**config.mk**
```make
export PLATFORM = sky130hd
export DESIGN_NAME = gst_snd_dma
export DESIGN_NICKNAME = d
export VERILOG_FILES = /design/src/rtl/gst_snd_pkg.sv /design/src/rtl/gst_snd_fifo.sv /design/src/rtl/gst_snd_dma.sv
export SDC_FILE = /design/constraint.sdc
export NUM_CORES = 1
export LEC_CHECK = 0
export ABC_AREA = 1
export CAP_MARGIN = 5
export CORE_MARGIN = 10
export CORE_UTILIZATION = 58
export DETAILED_ROUTE_END_ITERATION = 10
export GPL_TIMING_DRIVEN = 0
export MAX_ROUTING_LAYER = met4
export PLACE_DENSITY = 0.86
export REMOVE_ABC_BUFFERS = 1
export SYNTH_ARGS = -nofsm -noshare
export SYNTH_HDL_FRONTEND = slang
export SYNTH_SLANG_ARGS = --single-unit
```
**constraint.sdc**
```tcl
create_clock -name c -period 5 [get_ports c]
set_input_delay 1 -clock c [delete_from_list [all_inputs] [get_ports c]]
set_output_delay 1 -clock c [all_outputs]
set_load 0.03 [all_outputs]
```
**src/rtl/gst_snd_pkg.sv**
```systemverilog
// Shared types and default sizes for the sound DMA engine.
// Imported by gst_snd_dma and gst_snd_fifo.
package gst_snd_pkg;

  localparam int SND_ADDR_W     = 22;
  localparam int SND_FIFO_DEPTH = 4;

  typedef enum logic [1:0] {
    ST_IDLE  = 2'd0,
    ST_LOAD  = 2'd1,
    ST_RUN   = 2'd2,
    ST_DRAIN = 2'd3
  } snd_state_e;

endpackage

```
**src/rtl/gst_snd_fifo.sv**
```systemverilog
// DEPTH x W word buffer: head word readable combinationally, count updates one cycle after push/pop.
// Push is dropped when full and pop when empty; flush empties it on the next edge.
module gst_snd_fifo
  import gst_snd_pkg::*;
#(
  parameter int DEPTH = SND_FIFO_DEPTH,
  parameter int W     = 16
) (
  input  logic                   c,
  input  logic                   xr,
  input  logic                   flush_i,
  input  logic                   push_i,
  input  logic [W-1:0]           push_dat_i,
  input  logic                   pop_i,
  output logic [W-1:0]           head_dat_o,
  output logic [$clog2(DEPTH):0] count_o,
  output logic                   empty_o
);

  localparam int AW = $clog2(DEPTH);

  logic [W-1:0]  mem_q [DEPTH];
  logic [AW-1:0] wr_q;
  logic [AW-1:0] rd_q;
  logic [AW:0]   cnt_q;
  logic          do_push;
  logic          do_pop;

  assign empty_o    = (cnt_q == '0);
  assign count_o    = cnt_q;
  assign head_dat_o = mem_q[rd_q];
  assign do_push    = push_i && !flush_i && (cnt_q != (AW+1)'(DEPTH));
  assign do_pop     = pop_i && !flush_i && !empty_o;

  always_ff @(posedge c) begin
    if (!xr || flush_i) begin
      wr_q  <= '0;
      rd_q  <= '0;
      cnt_q <= '0;
    end else begin
      if (do_push) wr_q <= wr_q + 1'b1;
      if (do_pop)  rd_q <= rd_q + 1'b1;
      case ({do_push, do_pop})
        2'b10:   cnt_q <= cnt_q + 1'b1;
        2'b01:   cnt_q <= cnt_q - 1'b1;
        default: cnt_q <= cnt_q;
      endcase
    end
  end

  // Storage needs no reset: only words between rd_q and wr_q are ever read.
  always_ff @(posedge c) begin
    if (xr && do_push) mem_q[wr_q] <= push_dat_i;
  end

endmodule

```
**src/rtl/gst_snd_dma.sv**
```systemverilog
// Sound DMA: one outstanding word fetch at a time into a FIFO, samples update 1 cycle after smp_tick,
// fetch stalls while the FIFO is full. Mono byte-phase playback exists only with GSTMCU_SND_MONO_EN.
module gst_snd_dma
  import gst_snd_pkg::*;
#(
  parameter int ADDR_W     = SND_ADDR_W,
  parameter int FIFO_DEPTH = SND_FIFO_DEPTH
) (
  input  logic              c,
  input  logic              xr,
  input  logic              snd_en,
  input  logic              snd_loop,
  input  logic              mono,
  input  logic [ADDR_W-1:0] frame_start,
  input  logic [ADDR_W-1:0] frame_end,
  input  logic              smp_tick,
  output logic              dma_req,
  output logic [ADDR_W-1:0] dma_addr,
  input  logic              dma_ack,
  input  logic [15:0]       dma_data,
  output logic [7:0]        sample_l,
  output logic [7:0]        sample_r,
  output logic              snd_int,
  output logic [ADDR_W-1:0] cnt_addr,
  output logic              active
);

  localparam int CW = $clog2(FIFO_DEPTH) + 1;

  snd_state_e        state_q;
  logic [ADDR_W-1:0] cnt_q;
  logic [ADDR_W-1:0] end_q;
  logic [ADDR_W-1:0] cnt_inc;
  logic              en_q;
  logic              int_q;
  logic [7:0]        smp_l_q;
  logic [7:0]        smp_r_q;

  logic [15:0]       head_dat;
  logic [CW-1:0]     fifo_cnt;
  logic              fifo_empty;
  logic              ack_ok;
  logic              tick_ok;
  logic              fifo_pop;
  logic              phase_busy;

  assign cnt_inc = cnt_q + 1'b1;

  // Request depends only on registered state, so it holds steady until the ack.
  assign dma_req = (state_q == ST_RUN) && (fifo_cnt < CW'(FIFO_DEPTH)) && (cnt_q != end_q);
  assign ack_ok  = dma_req && dma_ack && snd_en;
  assign tick_ok = snd_en && smp_tick && !fifo_empty &&
                   ((state_q == ST_RUN) || (state_q == ST_DRAIN));

`ifdef GSTMCU_SND_MONO_EN
  logic phase_q;
  assign phase_busy = phase_q;
  assign fifo_pop   = tick_ok && (!mono || phase_q);
`else
  logic mono_unused;
  assign mono_unused = mono;
  assign phase_busy  = 1'b0;
  assign fifo_pop    = tick_ok;
`endif

  gst_snd_fifo #(
    .DEPTH (FIFO_DEPTH),
    .W     (16)
  ) u_fifo (
    .c          (c),
    .xr         (xr),
    .flush_i    (!snd_en),
    .push_i     (ack_ok),
    .push_dat_i (dma_data),
    .pop_i      (fifo_pop),
    .head_dat_o (head_dat),
    .count_o    (fifo_cnt),
    .empty_o    (fifo_empty)
  );

  always_ff @(posedge c) begin
    if (!xr) begin
      state_q <= ST_IDLE;
      cnt_q   <= '0;
      end_q   <= '0;
      en_q    <= 1'b0;
      int_q   <= 1'b0;
      smp_l_q <= '0;
      smp_r_q <= '0;
`ifdef GSTMCU_SND_MONO_EN
      phase_q <= 1'b0;
`endif
    end else begin
      en_q  <= snd_en;
      int_q <= 1'b0;
      if (!snd_en) begin
        state_q <= ST_IDLE;
        smp_l_q <= '0;
        smp_r_q <= '0;
`ifdef GSTMCU_SND_MONO_EN
        phase_q <= 1'b0;
`endif
      end else begin
        case (state_q)
          ST_IDLE: begin
            if (!en_q) state_q <= ST_LOAD;
          end
          ST_LOAD: begin
            cnt_q <= frame_start;
            end_q <= frame_end;
            if (frame_start == frame_end) begin
              int_q   <= 1'b1;
              state_q <= ST_IDLE;
            end else begin
              state_q <= ST_RUN;
            end
          end
          ST_RUN: begin
            if (ack_ok) begin
              if (cnt_inc == end_q) begin
                int_q <= 1'b1;
                if (snd_loop) begin
                  cnt_q <= frame_start;
                  end_q <= frame_end;
                end else begin
                  cnt_q   <= cnt_inc;
                  state_q <= ST_DRAIN;
                end
              end else begin
                cnt_q <= cnt_inc;
              end
            end
          end
          ST_DRAIN: begin
            if (fifo_empty && !phase_busy) state_q <= ST_IDLE;
          end
          default: state_q <= ST_IDLE;
        endcase

        if (tick_ok) begin
`ifdef GSTMCU_SND_MONO_EN
          // Mono: high byte first, low byte on the following tick, then the word retires.
          if (mono) begin
            smp_l_q <= phase_q ? head_dat[7:0] : head_dat[15:8];
            smp_r_q <= phase_q ? head_dat[7:0] : head_dat[15:8];
            phase_q <= !phase_q;
          end else begin
            smp_l_q <= head_dat[15:8];
            smp_r_q <= head_dat[7:0];
            phase_q <= 1'b0;
          end
`else
          smp_l_q <= head_dat[15:8];
          smp_r_q <= head_dat[7:0];
`endif
        end
      end
    end
  end

  assign dma_addr = cnt_q;
  assign cnt_addr = cnt_q;
  assign sample_l = smp_l_q;
  assign sample_r = smp_r_q;
  assign snd_int  = int_q;
  assign active   = (state_q != ST_IDLE);

endmodule

```
==> results of run 1 <==
-- path summary, 6_finish.rpt --
path         slack (ps)             endpoint        from
max                1180              dma_req  state_q[0]
min                 480            end_q[10]   end_q[10]
max reg2reg        1550  u_fifo.mem_q[0][14]  state_q[0]
min reg2reg         480            end_q[10]   end_q[10]
-- cell families after synthesis --
family                   after synthesis  share of synthesized area
flip-flops                           135                      0.439
AO/OA/AOI/OAI                        152                      0.115
buffers and inverters                176                      0.106
AND/OR/NAND/NOR                      475                      0.282
adder cells (fa/ha/maj)               12                     0.0207
XOR/XNOR                              33                     0.0379
-- cell type report --
class	count	area, µm²	share of cell area
tap	172	215	0.0227
timing repair buffer	136	1400	0.148
inverter	115	432	0.0454
multi-input combinational	672	3490	0.368
clock inverter	15	186	0.0196
clock buffer	17	425	0.0448
sequential	135	3340	0.352
-- per-stage QoR --
step | std cells | setup WS (ps) | cell area, µm²
2_1_floorplan | 922 | 377 | 7240
3_3_place_gp | 1222 | -1540 | 8740
3_5_place_dp | 1230 | 1360 | 8890
4_1_cts | 1262 | 1170 | 9500
5_1_grt | 1262 | 984 | 9500
6_report | 1262 | 1180 | 9500
-- sequential cells by signal, indices dropped and copies added, names as in the netlist, named ones only --
signal / count
state_q: 1
sample_r: 8
end_q: 22
u_fifo.mem_q: 64
u_fifo.wr_q: 2
u_fifo.rd_q: 2
en_q: 1
snd_int: 1
u_fifo.count_o: 3
sample_l: 8
cnt_addr: 22
-- per-layer routing --
layer | vias up | routed length, µm | global-route usage
met5 | - | 0 | -
met4 | 0 | 310 | 0.0859
met3 | 29 | 1560 | 0.0549
met2 | 302 | 10000 | 0.377
met1 | 3194 | 8960 | 0.285
li1 | 3345 | - | -
-- cell usage in the layout (no fill, tap or decap), types with 2 or more instances in the layout --
master,count
nand2_1,208
clkdlybuf4s50_1,128
nor2_1,121
inv_1,110
o21ai_0,73
nand3_1,71
dfxtp_1,71
edfxtp_1,64
a21oi_1,34
nand2_2,24
xor2_1,20
a21oi_2,20
clkbuf_16,17
a31oi_1,16
xnor2_1,13
ha_1,11
nor2_2,10
nor2_4,8
inv_6,8
nand3b_1,7
nand4_1,6
or2_2,6
clkinv_1,3
bufinv_16,3
buf_4,3
buf_8,3
nor3_1,2
inv_2,2
o21ai_1,2
nand3_4,2
nand2_4,2
o211ai_1,2
nor4_1,2
o21a_1,2
clkinv_2,2
buf_16,2
-- worst min-delay path, stage by stage (launching register included) --
cell and delay (ps):
dfxtp_1 320, nand2_1 60, a21oi_1 50
-- power groups by stage --
stage          sequential (mW)  clock (mW)  combinational [mW]
5_1_grt                   1.22        1.36               0.448
6_report                  1.21        1.31               0.412
3_3_place_gp              1.23           0               0.389
2_1_floorplan             1.27           0               0.184
4_1_cts                   1.21        1.31               0.409
3_5_place_dp              1.24           0               0.405
-- Yosys cell counts (all sizes together), types with 2 or more instances --
master,instances
a21oi,55
a31oi,16
buf,38
clkbuf,23
clkinv,3
dfxtp,71
edfxtp,64
ha,11
inv,112
nand2,235
nand3,74
nand3b,7
nand4,6
nor2,139
nor3,2
nor4,3
o211ai,2
o21a,2
o21ai,75
or2,7
xnor2,13
xor2,20
==> flow_metrics.tcl, run 1 <==
set metrics [dict create \
    status "complete, no violations" \
    async_reset_ff_frac 0 \
    synthCells 983 \
    drv_cap 0 \
    max_stage_delay_ps 780 \
    path_clk_slew_ps 60 \
    ys.flop_type "dfxtp_1" \
    crit_type "register to primary output" \
    synth_area_leaders "edfxtp_1 (25%), dfxtp_1 (19%), nand2_1 (10%)" \
    h-tree-depth 4 \
    synth_warnings 0 \
    ios 130 \
    clockPowerShare 0.446 \
    fillCellCount 968 \
    grt_antenna_before_repair 0 \
    yosysSeqAreaShare 0.439 \
    wirelength_um 20900 \
    drive_above_1_share 0.108 \
    hold_buffers 0 \
    critPathRequiredTime_ps 4000 \
    initial_core_util 0.599 \
    rsz0062_at_grt "no" \
    diodes 0 \
    synth_top_area_cell "edfxtp_1" \
    p_total_mw 2.94 \
    nets 1156 \
    syn_area_um2 7620 \
    cts_tree "done" \
    dp_hpwl_um 14200 \
    path_common_cell "inv_1" \
    power_density_nw_per_um2 309 \
    p_comb_frac 0.140 \
    clk_latency_ps 420 \
    worst-path-stages 7 \
    grt_max_degree 35 \
    cts-resized-gates 0 \
    core-area_um2 12700 \
    reg2reg_depth 8 \
    grt_usage 0.235 \
    max_slew_margin 0.160 \
    drtPass1Iterations 8 \
    crit_path_end_kind "primary output" \
    slowest_stage "ha_1" \
    final.min_clock_period_ps 3820 \
    yosysTopAreaCellShare 0.252 \
    p_seq_frac 0.413 \
    cp_top_family "buffers and inverters" \
    drv_slew 0 \
    ys_ff_latch 135 \
    crit_fanout 19 \
    cts.path.max_buffers 2 \
    switchingPower_mw 0.791 \
    area_growth_pct 24.7 \
    finalHoldViolations 0 \
    leakagePower_nw 3.77 \
    min_path_cells 2 \
    cts_buffers 17 \
    path_buf_inv 4 \
    hp-class "register to register" \
    root_buffer "clkbuf_16" \
    grt_pass1_vias 6645 \
    period_share 0.763 \
    intPower_mw 2.14 \
    synth_cell_types 42 \
    worstMarginPinSlew_ps 1260 \
    timing.hold.ws_ps 478 \
    syn_avg_cell_area_um2 7.75 \
    gp_congestion 0.891 \
    final_core_util 0.747 \
    vdd_drop_max_v 0.000290 \
    die_y_um 135 \
    worst_setup_path_start_kind "register" \
    vias 6870 \
    numPortBuffers 128 \
    gr-total-overflow 0 \
    die_w_um 135 \
    clock_skew_ps 7.44 \
    post_cts_buffers 0 \
    die_area_um2 18100 \
    max_freq_ghz 0.262 \
    grt_pass1_wl_um 33300 \
    synth_edf_count 64 \
    postRouteAntennaNets 0 \
    fin_setup_tns_ps 0 \
    crit_chain "inv_1 > ha_1 > inv_1 > nor2_1 > nand2_1 > inv_1 > clkdlybuf4s50_1" \
    drtIter0Drc 704 \
    drc 0 \
    rows 41 \
    sw_frac_of_total 0.269 \
    clock_sinks 135 \
    critPathArrivalTime_ps 2820 \
    via_per_inst 5.44 \
    wl_per_cell_um 16.5 \
    setup_viol 0 \
]
No activity file was read; power rests on OpenSTA's default activity.
==> inputs of run 2 (changes only) <==
--- a/config.mk
+++ b/config.mk
@@ -8,11 +8,11 @@
 export ABC_AREA = 1
 export CAP_MARGIN = 5
 export CORE_MARGIN = 10
-export CORE_UTILIZATION = 58
+export CORE_UTILIZATION = 54
 export DETAILED_ROUTE_END_ITERATION = 10
 export GPL_TIMING_DRIVEN = 0
 export MAX_ROUTING_LAYER = met4
-export PLACE_DENSITY = 0.86
+export PLACE_DENSITY = 0.81
 export REMOVE_ABC_BUFFERS = 1
 export SYNTH_ARGS = -nofsm -noshare
 export SYNTH_HDL_FRONTEND = slang
==> constraint.sdc (replaced) <==
create_clock -name c -period 3.75 [get_ports c]
set_input_delay 0.75 -clock c [delete_from_list [all_inputs] [get_ports c]]
set_output_delay 0.75 -clock c [all_outputs]
set_load 0.03 [all_outputs]
==> run 2 against run 1 <==
First-iteration DRC count is 7.2% higher. Clock skew rose by 6.3 ps. Largest cell class unchanged. Cell count grew 0.63%. Sequential power grew 34%.
==> flow_metrics.tcl, run 2 (synthesized netlist as in run 1, its figures left out) <==
set metrics [dict create \
    status "complete, no violations" \
    die_area_um2 19300 \
    grt_antenna_before_repair 0 \
    grt_pass1_wl_um 32500 \
    dp_hpwl_um 13700 \
    drtPass1Iterations 5 \
    drv_cap 0 \
    hold_buffers 0 \
    layout_common_cells "nand2_1 (208), clkdlybuf4s50_1 (128), nor2_1 (121), inv_1 (110), o21ai_0 (73)" \
    setup_viol 0 \
    initial_core_util 0.551 \
    worst_setup_path_start_kind "register" \
    final_common_cell "nand2_1" \
    final.min_clock_period_ps 3480 \
    ios 130 \
    core-area_um2 13800 \
    registers.top_by_ff_count "u_fifo.mem_q" \
    vias 6838 \
    post_cts_buffers 0 \
    critPathArrivalTime_ps 2730 \
    grt_max_degree 35 \
    drc 0 \
    crit_fanout 17 \
    nets 1156 \
    reg2reg_depth 8 \
    cts_buffers 17 \
    postRouteAntennaNets 0 \
    min_path_cells 2 \
    crit_type "register to primary output" \
    clock_skew_ps 13.7 \
    timing.hold.ws_ps 481 \
    cts.path.max_buffers 2 \
    gr-total-overflow 0 \
    critPathRequiredTime_ps 3000 \
    cts-resized-gates 0 \
    rows 43 \
    clk_latency_ps 440 \
    die_y_um 139 \
    leakagePower_nw 3.77 \
    drv_slew 0 \
    p_total_mw 3.85 \
    path_clk_slew_ps 70 \
    min-delay-start "end_q[0]" \
    area_growth_pct 24.9 \
    ff2ff_setup_slack_ps 410 \
    h-tree-depth 4 \
    final_core_util 0.688 \
    cts_tree "done" \
    hp-class "register to register" \
    drtIter0Drc 755 \
    max_slew_margin 0.159 \
    largest_reg_flops 64 \
    period_share 0.929 \
    whs_endpoint "end_q[0]" \
    finalHoldViolations 0 \
    clock_sinks 135 \
    root_buffer "clkbuf_16" \
    max_freq_ghz 0.287 \
    grt_pass1_vias 6426 \
    power_density_nw_per_um2 405 \
    rsz0062_at_grt "no" \
    vdd_drop_max_v 0.000322 \
    worstMarginPinSlew_ps 1260 \
    die_w_um 139 \
    grt_usage 0.211 \
    diodes 0 \
    wirelength_um 20400 \
    r2r-start "state_q[0]" \
    via_per_inst 5.38 \
    r2r-end "u_fifo.mem_q[2][2]" \
    crit_path_end_kind "primary output" \
    drive_above_1_share 0.108 \
    numPortBuffers 128 \
    wl_per_cell_um 16.1 \
    gp_congestion 0.924 \
]
==> run 2: worst max-delay path by stage <==
| stage | depth (start not counted) | slack [ps] | to | startpoint |
|---|---|---|---|---|
| 2_1_floorplan | 10 | -870 | u_fifo.count_o[2] | state_q[0] |
| 3_3_place_gp | 10 | -2880 | u_fifo.count_o[2] | state_q[0] |
| 3_5_place_dp | 3 | 380 | u_fifo.mem_q[0][14] | xr |
| 4_1_cts | 7 | 260 | dma_req | state_q[0] |
| 5_1_grt | 7 | 120 | dma_req | state_q[0] |
| 6_report | 7 | 270 | dma_req | state_q[0] |
==> run 2: critical path, stage by stage, from the launching register on <==
cell	delay, ps
dfxtp_1	360
inv_1	110
ha_1	710
inv_1	180
nor2_1	160
nand2_1	70
inv_1	50
clkdlybuf4s50_1	660
==> run 2: where the power goes <==
group | internal (mW) | switching (mW)
Clock | 0.909 | 0.782
Sequential | 1.57 | 0.0476
Combinational | 0.229 | 0.314
==> run 2: routing by layer <==
| layer | vias up | part of all wire | GRT usage |
|---|---|---|---|
| met5 | - | 0 | - |
| met4 | 0 | 0.015 | 0.0703 |
| met3 | 25 | 0.066 | 0.0408 |
| met2 | 254 | 0.47 | 0.338 |
| met1 | 3213 | 0.45 | 0.261 |
| li1 | 3346 | - | - |
==> run 2: cell type report <==
| type | instances | area, µm² |
|---|---|---|
| tap | 180 | 225 |
| inverter | 115 | 432 |
| fill | 1077 | 4320 |
| sequential | 135 | 3340 |
| timing repair buffer | 136 | 1400 |
| clock buffer | 17 | 425 |
| multi-input combinational | 672 | 3490 |
| clock inverter | 15 | 194 |
==> run 2: stage by stage <==
step,setup WS [ps],TNS [ps],area [µm²],std cells
3_3_place_gp,-2880,-86990,8750,1230
4_1_cts,256,0,9510,1270
2_1_floorplan,-873,-6020,7240,922
3_5_place_dp,379,0,8890,1238
5_1_grt,119,0,9510,1270
6_report,265,0,9510,1270
